### src/rtl/ebus_arbiter.sv
// EBUS arbiter between the EBOX and the PI: grants the bus, sequences DEMAND/XFER transfers and enforces a turnaround gap.
// Optional EBUS_ARB_PARK_EN parks an idle bus on the EBOX.
module ebus_arbiter #(
    parameter int TIMEOUT_CYCLES = 64,
    parameter int TURN_CYCLES    = 1
) (
    input  logic       clk,
    input  logic       RESET_N,
    input  logic       EBOX_REQ,
    input  logic       EBOX_REL,
    input  logic       PI_REQ,
    input  logic       PI_DONE,
    input  logic       DEMAND_REQ,
    input  logic       XFER,
    output logic       EBOX_GRANT,
    output logic       PI_GRANT,
    output logic       DEMAND,
    output logic [1:0] DRIVE_SEL,
    output logic       XFER_DONE,
    output logic       TIMEOUT,
    output logic       BUSY
);

    typedef enum logic [2:0] {
        S_IDLE,
        S_OWN_EBOX,
        S_OWN_PI,
        S_DEMAND,
        S_XFER_WAIT_CLR,
        S_TURN
    } state_t;

    localparam logic [7:0] TERM_CNT = 8'(TIMEOUT_CYCLES - 1);
    localparam logic [1:0] TURN_END = 2'(TURN_CYCLES - 1);

    state_t     state;
    state_t     next_state;
    logic [7:0] cnt;
    logic [1:0] turn_cnt;
    logic       owner_pi;
    logic       last_pi;
`ifdef EBUS_ARB_PARK_EN
    logic       parked;
`endif

    always_ff @(posedge clk or negedge RESET_N) begin
        if (!RESET_N) begin
            state <= S_IDLE;
        end else begin
            state <= next_state;
        end
    end

    // owner_pi remembers who started a transfer so DEMAND/XFER_WAIT_CLR can keep that grant
    always_ff @(posedge clk or negedge RESET_N) begin
        if (!RESET_N) begin
            cnt      <= 8'd0;
            turn_cnt <= 2'd0;
            owner_pi <= 1'b0;
            last_pi  <= 1'b0;
`ifdef EBUS_ARB_PARK_EN
            parked   <= 1'b0;
`endif
        end else begin
            if (state == S_DEMAND) begin
                if (cnt != 8'hFF) begin
                    cnt <= cnt + 8'd1;
                end
            end else begin
                cnt <= 8'd0;
            end

            if (state == S_TURN) begin
                turn_cnt <= turn_cnt + 2'd1;
            end else begin
                turn_cnt <= 2'd0;
            end

            if (state == S_IDLE || state == S_OWN_EBOX || state == S_OWN_PI) begin
                owner_pi <= (state == S_OWN_PI);
            end

            if (state == S_OWN_PI && PI_DONE) begin
                last_pi <= 1'b1;
            end else if (state == S_OWN_EBOX && EBOX_REL) begin
                last_pi <= 1'b0;
            end

`ifdef EBUS_ARB_PARK_EN
            if (state == S_IDLE) begin
                parked <= parked ? (next_state == S_IDLE) : (!PI_REQ && !EBOX_REQ);
            end else begin
                parked <= 1'b0;
            end
`endif
        end
    end

    always_comb begin
        next_state = state;
        unique case (state)
            S_IDLE: begin
`ifdef EBUS_ARB_PARK_EN
                if (parked) begin
                    if (DEMAND_REQ) begin
                        next_state = S_DEMAND;
                    end else if (PI_REQ) begin
                        next_state = S_TURN;
                    end else if (EBOX_REQ) begin
                        next_state = S_OWN_EBOX;
                    end
                end else
`endif
                if (PI_REQ && (!EBOX_REQ || !last_pi)) begin
                    next_state = S_OWN_PI;
                end else if (EBOX_REQ) begin
                    next_state = S_OWN_EBOX;
                end
            end
            S_OWN_EBOX: begin
                if (EBOX_REL) begin
                    next_state = S_TURN;
                end else if (DEMAND_REQ) begin
                    next_state = S_DEMAND;
                end
            end
            S_OWN_PI: begin
                if (PI_DONE) begin
                    next_state = S_TURN;
                end else if (DEMAND_REQ) begin
                    next_state = S_DEMAND;
                end
            end
            // An acknowledge on the terminal-count cycle still counts as success
            S_DEMAND: begin
                if (XFER) begin
                    next_state = S_XFER_WAIT_CLR;
                end else if (cnt == TERM_CNT) begin
                    next_state = owner_pi ? S_OWN_PI : S_OWN_EBOX;
                end
            end
            S_XFER_WAIT_CLR: begin
                if (!XFER) begin
                    next_state = owner_pi ? S_OWN_PI : S_OWN_EBOX;
                end
            end
            S_TURN: begin
                if (turn_cnt == TURN_END) begin
                    next_state = S_IDLE;
                end
            end
            default: next_state = S_IDLE;
        endcase
    end

    always_comb begin
        EBOX_GRANT = 1'b0;
        PI_GRANT   = 1'b0;
        DEMAND     = 1'b0;
        DRIVE_SEL  = 2'b00;
        XFER_DONE  = 1'b0;
        TIMEOUT    = 1'b0;
        BUSY       = (state != S_IDLE);
        unique case (state)
            S_IDLE: begin
`ifdef EBUS_ARB_PARK_EN
                EBOX_GRANT = parked;
                DRIVE_SEL  = parked ? 2'b01 : 2'b00;
`endif
            end
            S_OWN_EBOX: begin
                EBOX_GRANT = 1'b1;
                DRIVE_SEL  = 2'b01;
            end
            S_OWN_PI: begin
                PI_GRANT  = 1'b1;
                DRIVE_SEL = 2'b10;
            end
            S_DEMAND: begin
                EBOX_GRANT = !owner_pi;
                PI_GRANT   = owner_pi;
                DRIVE_SEL  = owner_pi ? 2'b10 : 2'b01;
                DEMAND     = 1'b1;
                XFER_DONE  = XFER;
                TIMEOUT    = !XFER && (cnt == TERM_CNT);
            end
            S_XFER_WAIT_CLR: begin
                EBOX_GRANT = !owner_pi;
                PI_GRANT   = owner_pi;
                DRIVE_SEL  = owner_pi ? 2'b10 : 2'b01;
            end
            S_TURN: begin
            end
            default: begin
            end
        endcase
    end

endmodule
### config.mk
export PLATFORM = sky130hd
export DESIGN_NAME = ebus_arbiter
export DESIGN_NICKNAME = d
export VERILOG_FILES = /design/src/rtl/ebus_arbiter.sv
export SDC_FILE = /design/constraint.sdc
export NUM_CORES = 1
export LEC_CHECK = 0
export ABC_AREA = 1
export BUFFER_PORTS_ARGS = -buffer_cell sky130_fd_sc_hd__buf_2
export CORE_UTILIZATION = 47
export CTS_BUF_LIST = sky130_fd_sc_hd__clkbuf_8
export CTS_CLUSTER_SIZE = 20
export DETAILED_ROUTE_END_ITERATION = 7
export HOLD_SLACK_MARGIN = 0.08
export PLACE_DENSITY_LB_ADDON = 0.05
export SYNTH_ARGS = -nofsm -noshare
export SYNTH_HDL_FRONTEND = slang
export SYNTH_SLANG_ARGS = --single-unit
### constraint.sdc
create_clock -name clk -period 2.84 [get_ports clk]
set_input_delay 0.852 -clock clk [delete_from_list [all_inputs] [get_ports clk]]
set_output_delay 0.852 -clock clk [all_outputs]
set_load 0.02 [all_outputs]
==> reports/summary.txt, run 1 <==
Yosys warnings - 0
violation count after the first detailed-routing iteration - 10
status - completed
number of buffers inserted during clock tree synthesis - 3
startpoint of the worst register-to-register path - state[0]
WP buf/inv - 1
sequential-to-total area share from yosys stat - 0.366
wire length per cell - 11.2 um
average cell area after synthesis - 7.32 um2
CTS tree - done
largest driver fanout on the critical path - 9
final setup violation count - 0
Sw Share - 0.481
H-Tree Depth - 1
Setup crit end kind - output pin
CP endpoint - DRIVE_SEL[0]
number of distinct library cells after synthesis - 25
placer's final routability congestion estimate - 0.849
Pre-Repair DR Iteration Count - 4
clock root buffer - sky130_fd_sc_hd__clkbuf_8
master of the slowest instance on the critical path - sky130_fd_sc_hd__dfrtp_1
endpoints failing hold - 0
Gate power share - 0.483
number of nets with antenna violations after routing - 0
worst-case register-to-register setup slack - 1400 ps
max-cap violation count - 0
number of sinks driven by the clock tree - 15
type of origin of the critical path - register
total wirelength of the detailed-routed design - 2.07 mm
number of top-level design ports - 16
setup repair after global routing missed its margin - no
slowest cell delay on critical path - 650 ps
gr ovfl total - 0
max frequency - 396 MHz
total via count in the routed design - 945
layout cell share with drive strength beyond 1 - 0.234
cell depth of the worst setup path - 4
buffers inserted by post-CTS timing repair - 0
syn_nets - 150
wire length of the first global-routing pass - 3.53 mm
reported net switching power - 478 uW
Total Routing Usage GR - 0.195
critical-path cell list - nor2_2, o21ai_0, o22ai_1, buf_2
Synth Area in Compound Gates - 0.0904
Critical Path Source - state[0]
diode count - 0
# fillers - 210
PortBufs - 15
leakage power total - 0.000586 uW
Tightest Pin Transition - 496 ps
starting utilization of the core area - 0.512
synthesized-area fraction occupied by xor and xnor cells - 0
internal power component - 516 uW
multiplexer share of the synthesized area - 0
number of cells upsized or downsized after cts - 0
final-report max-slew violation count - 0
adder-cell share of the synthesized area - 0.0244
total die area - 0.00237 mm2
worst reg-to-reg path cell count - 8
Sequential Power Share - 0.341
latest clock arrival within the worst-skew pair - 250 ps
vias in the first global route - 791
buffer levels on the longest clock path - 2
relative contribution of the clock network to total power - 0.176
total chip power - 994 uW
main combinational cell family by area after synthesis - simple AND/OR/NAND/NOR gates
top library cells by usage in the layout, fill and taps aside - sky130_fd_sc_hd__nand2_1, sky130_fd_sc_hd__nor2_1, sky130_fd_sc_hd__inv_1, sky130_fd_sc_hd__dfrtp_1, sky130_fd_sc_hd__buf_2
final critical-path share of the clock period - 0.888
height of the chip - 48.7 um
simple-gate area share of the yosys netlist - 0.429
Crit Path Class - register to output pin
largest net degree at the start of global routing - 16
Syn-to-layout area delta - 13.4%
end of the worst register-to-register path - state[0]
Slew headroom - 0.669
critical path's top delay family - flip-flops
residual DRC count - 0
net total in the final layout - 169
HP Class - register to register
placed wire-length estimate - 1.62 mm
worst-case clock skew - 4.66 ps
areal power density over the cells - 855 mW/mm2
number of antenna violations at the first check in global routing - 0
Worst Path Arrival - 1670 ps
Critical Path RT - 1990 ps
final worst path period need - 2520 ps
area of the mapped netlist - 0.00102 mm2
die outline width - 48.7 um
Yosys reg bits - 15
placeable core region - 0.00200 mm2
most common cell after layout, fill and taps aside - sky130_fd_sc_hd__nand2_1
Peak VDD IR - 0.450 mV
setup_tns - 0 ps
clock-pin slew of the registers on the worst-case setup and hold paths - 70 ps
hold_buf cts - 0
placement row count - 16
DR vias/cell - 5.11
post-synthesis cell count - 140
-- per-layer routing --
layer | vias to the layer above | track usage | routed length, um
li1 | 490 | - | -
met1 | 434 | 0.286 | 1050
met2 | 17 | 0.285 | 901
met3 | 4 | 0.0409 | 92
met4 | 0 | 0.0588 | 33
met5 | - | 0 | 0
-- power groups by stage --
stage / clock (uW) / sequential [uW] / combinational (uW)
6_report: 174 / 339 / 480
5_1_grt: 189 / 346 / 539
4_1_cts: 182 / 338 / 482
3_5_place_dp: 0 / 342 / 480
3_3_place_gp: 0 / 341 / 471
2_1_floorplan: 0 / 303 / 414
-- worst register-to-register path: stages (launching register included) --
cell	delay, ps
sky130_fd_sc_hd__dfrtp_1	560
sky130_fd_sc_hd__nor2_2	270
sky130_fd_sc_hd__nand2_2	110
sky130_fd_sc_hd__nor2_1	100
sky130_fd_sc_hd__nand2_1	70
sky130_fd_sc_hd__nand2_1	70
sky130_fd_sc_hd__nor2_1	50
sky130_fd_sc_hd__nand2_1	60
sky130_fd_sc_hd__nand2_1	50
-- sequential cells by signal, indices dropped and copies added, names as in the netlist --
| signal | count |
|---|---|
| cnt | 8 |
| state | 3 |
| owner_pi | 1 |
| turn_cnt | 2 |
| last_pi | 1 |
-- cells in the mapped netlist (all sizes together) --
library cell  instances  area (um2)
nand2                41         171
nor2                 23         108
inv                  18        67.6
dfrtp                15         375
nand3                15         113
o21ai                10        53.8
nor3                  6        35.0
a21oi                 2        10.0
ha                    2        25.0
o22ai                 2        12.5
buf                   1        11.3
clkbuf                1        13.8
nor4                  1        6.26
o2111ai               1        8.76
o31ai                 1        7.51
or2                   1        6.26
-- stage by stage --
step / utilization / worst slack, ps / std cells / hold slack (ps) / cell area, um2
final: 0.581 / 317 / 185 / 427 / 1160
after global routing: 0.581 / 129 / 185 / 477 / 1160
after CTS: 0.581 / 317 / 185 / 429 / 1160
after detailed placement: 0.558 / 559 / 181 / 420 / 1120
after global placement: 0.558 / 564 / 181 / 423 / 1120
after floorplan: - / 417 / 140 / 401 / 1020
-- logic make-up after synthesis --
group | count (synthesis)
simple gates | 87
fa+ha+maj | 2
flops | 15
buf+inv | 20
compound gates | 16
-- worst min path at each step --
stage / from / end / slack (ps) / cells after the start
after floorplan: turn_cnt[0] / turn_cnt[0] / 400 / 1
after global placement: turn_cnt[0] / turn_cnt[0] / 420 / 1
after detailed placement: turn_cnt[0] / turn_cnt[0] / 420 / 1
after CTS: turn_cnt[0] / turn_cnt[0] / 430 / 1
after global routing: turn_cnt[0] / turn_cnt[0] / 480 / 1
final: turn_cnt[0] / turn_cnt[0] / 430 / 1
-- cell type report --
cell class | count | area, um2 | share of cell area
inverter | 18 | 67.6 | 0.0581
sequential | 15 | 375 | 0.323
multi-input combinational | 105 | 557 | 0.479
timing repair buffer | 16 | 82.6 | 0.0710
tap | 27 | 33.8 | 0.0291
clock buffer | 3 | 41.3 | 0.0355
clock inverter | 1 | 5.00 | 0.00431
No activity file was read; power rests on OpenSTA's default activity.
==> run 2, diff against run 1 <==
Settings changed: CTS_CLUSTER_DIAMETER from default to 50.
Clock period 2.84 ns to 2.36 ns, I/O delays scaled along.
==> run 2 against run 1 <==
  * Global-route usage increased by 0.83 points
  * Utilization increased by 0.63 points
  * Sequential power increased by 18%
  * Clock power increased by 20%
  * Worst hold slack got worse by 66 ps
  * First-iteration DRC count increased by 120%
  * Largest cell class unchanged
==> reports/summary.txt, run 2 (same netlist as run 1, synthesis figures left out) <==
clock-pin slew of the registers on the worst-case setup and hold paths - 60 ps
total die area - 0.00237 mm2
total chip power - 1230 uW
layout cell share with drive strength beyond 1 - 0.233
Total Routing Usage GR - 0.203
residual DRC count - 0
die outline width - 48.7 um
areal power density over the cells - 1050 mW/mm2
HP Class - input port to async pin
placer's final routability congestion estimate - 0.876
worst-case register-to-register setup slack - 970 ps
number of nets with antenna violations after routing - 0
PortBufs - 15
end of the worst register-to-register path - state[1]
max-cap violation count - 0
Pre-Repair DR Iteration Count - 5
Setup crit end kind - output pin
type of origin of the critical path - register
final setup violation count - 0
gr ovfl total - 0
total via count in the routed design - 957
post-route design area - 0.00117 mm2
placed wire-length estimate - 1.69 mm
Peak VDD IR - 0.542 mV
leakage power total - 0.000593 uW
diode count - 0
# fillers - 198
max FFs per register - 8
hold_buf cts - 0
DR vias/cell - 5.15
number of buffers inserted during clock tree synthesis - 3
violation count after the first detailed-routing iteration - 22
worst-case clock skew - 1.07 ps
number of sinks driven by the clock tree - 15
Syn-to-layout area delta - 14.7%
largest driver fanout on the critical path - 6
starting utilization of the core area - 0.512
largest net degree at the start of global routing - 16
Tightest Pin Transition - 375 ps
vias in the first global route - 838
status - completed
Crit Path Class - register to output pin
worst reg-to-reg path cell count - 9
endpoints failing hold - 0
most common cell after layout, fill and taps aside - sky130_fd_sc_hd__nand2_1
H-Tree Depth - 1
top library cells by usage in the layout, fill and taps aside - sky130_fd_sc_hd__nand2_1, sky130_fd_sc_hd__nor2_1, sky130_fd_sc_hd__inv_1, sky130_fd_sc_hd__dfrtp_1, sky130_fd_sc_hd__buf_2
Critical Path RT - 1650 ps
final-report max-slew violation count - 0
number of antenna violations at the first check in global routing - 0
buffer levels on the longest clock path - 2
height of the chip - 48.7 um
latest clock arrival within the worst-skew pair - 240 ps
net total in the final layout - 170
wire length per cell - 12.0 um
wire length on met1 - 1.08 mm
Worst Path Arrival - 1550 ps
wire length of the first global-routing pass - 3.80 mm
number of top-level design ports - 16
final worst path period need - 2260 ps
placeable core region - 0.00200 mm2
Slew headroom - 0.750
max frequency - 443 MHz
total met3 wirelength after detailed routing - 104 um
top layer used by detailed routing - met4
clock root buffer - sky130_fd_sc_hd__clkbuf_8
total wirelength of the detailed-routed design - 2.23 mm
startpoint of the worst register-to-register path - cnt[0]
Post-Place Cell Area - 0.00112 mm2
placement row count - 16
CTS tree - done
DR WL met2 - 1.03 mm
largest registers - cnt x8, state x3, turn_cnt x2
largest register by flop count - cnt
final critical-path share of the clock period - 0.956
[run 2: cell count changes in the layout (fill, tap and decap cells not counted), sizes merged]
cell | previous run | this run
clkinv | 1 | 0
buf | 16 | 17
inv | 18 | 19
[run 2: worst max path at each step]
stage / endpoint / depth (start not counted) / from
3_3_place_gp: TIMEOUT / 3 / XFER
3_5_place_dp: PI_GRANT / 5 / state[0]
2_1_floorplan: TIMEOUT / 1 / XFER
6_report: PI_GRANT / 5 / state[0]
5_1_grt: PI_GRANT / 5 / state[2]
4_1_cts: PI_GRANT / 5 / state[0]
[run 2: timing repair]
| action | CTS | global route |
|---|---|---|
| setup endpoints to repair | 0 | 3 |
| buffers inserted | 0 | 0 |
| resized for setup | 0 | 2 |
[run 2: metal layers]
metal,GRT usage,vias up
met4,0.0490,0
met2,0.315,24
met1,0.297,443
li1,-,488
met3,0.0283,2
met5,0,-
[run 2: cell type report]
type	count	area, um2	area share
clock inverter	1	3.75	0.00319
tap	27	33.8	0.0288
multi-input combinational	105	563	0.479
inverter	18	67.6	0.0575
clock buffer	3	41.3	0.0351
timing repair buffer	17	90.1	0.0767
sequential	15	375	0.319
[run 2: worst max-delay path: stages (launching register included)]
cell and delay, ps:
sky130_fd_sc_hd__dfrtp_1 480, sky130_fd_sc_hd__buf_4 220, sky130_fd_sc_hd__nor3_4 230, sky130_fd_sc_hd__inv_1 100
sky130_fd_sc_hd__o21ai_0 90, sky130_fd_sc_hd__buf_2 190
[run 2: power by group]
part           switching [uW]  leakage [uW]  internal (uW)
Clock                    92.5     0.0000269            115
Combinational             411      0.000363            211
Sequential               92.3      0.000203            307
[run 2: stage by stage]
stage	utilization	std cells	setup slack [ps]	TNS, ps	hold WS (ps)
final	0.587	186	105	0	360
after global routing	0.587	186	-17.6	-17.6	385
after CTS	0.584	186	88.0	0	374
after detailed placement	0.561	182	357	0	425
after global placement	0.561	182	373	0	421
after floorplan	-	140	225	0	401
==> run 3, diff against run 2 <==
==> constraint.sdc (replaced) <==
create_clock -name clk -period 2.1 [get_ports clk]
set_input_delay 0.42 -clock clk [delete_from_list [all_inputs] [get_ports clk]]
set_output_delay 0.42 -clock clk [all_outputs]
set_load 0.02 [all_outputs]
==> run 3 against run 2 <==
  * Cell count down 0.54%
  * Register-to-register slack lost 330 ps
  * Largest power group unchanged
  * Clock skew is 2.7 ps higher
  * Largest cell class unchanged
  * Sequential share of layout area up 0.42 points
  * First-iteration DRC count is 4.5% higher
==> reports/summary.txt, run 3 (same netlist as run 1, synthesis figures left out) <==
Peak VDD IR - 0.631 mV
net total in the final layout - 169
Crit Path Class - register to output pin
Worst Path Arrival - 1510 ps
HP Class - input port to async pin
vias in the first global route - 834
latest clock arrival within the worst-skew pair - 250 ps
Syn-to-layout area delta - 13.6%
total die area - 0.00237 mm2
largest register by flop count - cnt
leakage power total - 0.000585 uW
reported net switching power - 658 uW
Total Routing Usage GR - 0.208
largest net degree at the start of global routing - 16
final worst path period need - 1930 ps
die outline width - 48.7 um
worst reg-to-reg path cell count - 9
wire length of the first global-routing pass - 3.77 mm
number of nets with antenna violations after routing - 0
placed wire-length estimate - 1.67 mm
WP buf/inv - 1
total wirelength of the detailed-routed design - 2.19 mm
Critical Path Source - state[1]
number of sinks driven by the clock tree - 15
hold_buf cts - 0
largest registers - cnt x8, state x3, turn_cnt x2
most common cell after layout, fill and taps aside - sky130_fd_sc_hd__nand2_1
Gate power share - 0.486
Critical Path RT - 1680 ps
buffer levels on the longest clock path - 2
number of top-level design ports - 16
Tightest Pin Transition - 344 ps
master of the slowest instance on the critical path - sky130_fd_sc_hd__dfrtp_1
largest driver fanout on the critical path - 5
Pre-Repair DR Iteration Count - 5
diode count - 0
number of buffers inserted during clock tree synthesis - 3
layout cell share with drive strength beyond 1 - 0.241
starting utilization of the core area - 0.512
DR vias/cell - 5.18
gr ovfl total - 0
violation count after the first detailed-routing iteration - 23
clock-pin slew of the registers on the worst-case setup and hold paths - 60 ps
number of antenna violations at the first check in global routing - 0
CTS tree - done
startpoint of the worst register-to-register path - cnt[0]
internal power component - 701 uW
max FFs per register - 8
critical-path cell list - nor2_2, o21ai_1, o21ai_0, buf_2
endpoints failing hold - 0
relative contribution of the clock network to total power - 0.173
status - completed
# fillers - 194
max frequency - 518 MHz
worst-case register-to-register setup slack - 640 ps
post-route design area - 0.00116 mm2
slowest cell delay on critical path - 490 ps
type of origin of the critical path - register
final-report max-slew violation count - 0
worst-case clock skew - 3.74 ps
Sequential Power Share - 0.341
tightest hold margin - 66.5 ps
placement row count - 16
setup_tns - 0 ps
setup repair after global routing missed its margin - no
critical path's top delay family - flip-flops
total via count in the routed design - 958
areal power density over the cells - 1170 mW/mm2
Setup crit end kind - output pin
Sw Share - 0.484
placer's final routability congestion estimate - 0.851
PortBufs - 15
Post-Place Cell Area - 0.00112 mm2
final critical-path share of the clock period - 0.918
max-cap violation count - 0
wire length per cell - 11.9 um
end of the worst register-to-register path - state[1]
height of the chip - 48.7 um
final setup violation count - 0
H-Tree Depth - 1
clock root buffer - sky130_fd_sc_hd__clkbuf_8
Slew headroom - 0.770
top library cells by usage in the layout, fill and taps aside - sky130_fd_sc_hd__nand2_1, sky130_fd_sc_hd__nor2_1, sky130_fd_sc_hd__inv_1, sky130_fd_sc_hd__buf_2, sky130_fd_sc_hd__dfrtp_1
placeable core region - 0.00200 mm2
residual DRC count - 0
==> run 3: changes by cell type in the layout (fill, tap and decap cells not counted), sizes merged <==
| cell | before | now |
|---|---|---|
| buf | 17 | 16 |
| clkinv | 0 | 1 |
| inv | 19 | 18 |
==> run 3: worst max-delay path by stage <==
stage	endpoint	slack [ps]	cells after the start
global route	DRIVE_SEL[1]	20	5
floorplan	TIMEOUT	280	5
global placement	DRIVE_SEL[1]	370	4
CTS	DRIVE_SEL[1]	60	4
detailed placement	DRIVE_SEL[1]	240	4
finish	DRIVE_SEL[1]	170	4
==> run 3: cell type report <==
class                      count  area [um2]  area share
clock buffer                   3        41.3      0.0355
clock inverter                 1        5.00     0.00430
inverter                      18        67.6      0.0581
multi-input combinational    105         557       0.478
sequential                    15         377       0.324
tap                           27        33.8      0.0290
timing repair buffer          16        82.6      0.0710
==> run 3: through the flow <==
stage                     std cells  utilization  power, uW  setup slack (ps)
after CTS                       185        0.581       1360              64.5
final                           185        0.581       1360               171
after detailed placement        181        0.558       1120               243
after floorplan                 140            -        969               285
after global routing            185        0.581       1460              21.4
after global placement          181        0.558       1100               372
==> run 3: power by group through the flow <==
stage / Combinational (uW) / Sequential (uW) / Clock, uW
6_report: 661 / 464 / 235
5_1_grt: 736 / 473 / 253
4_1_cts: 654 / 462 / 241
3_5_place_dp: 650 / 465 / 0
3_3_place_gp: 635 / 462 / 0
2_1_floorplan: 559 / 409 / 0
==> run 3: routing by layer <==
metal / routed length [um] / GRT usage
met1: 1080 / 0.292
met2: 927 / 0.306
met3: 160 / 0.0566
met4: 24 / 0.0735
met5: 0 / 0
==> run 3: repair_timing <==
action                                  4_1_cts  5_1_grt
hold endpoints to repair                      0        0
endpoints found under the setup margin        4        4
setup buffers                                 0        0
gates resized for setup                       1        1
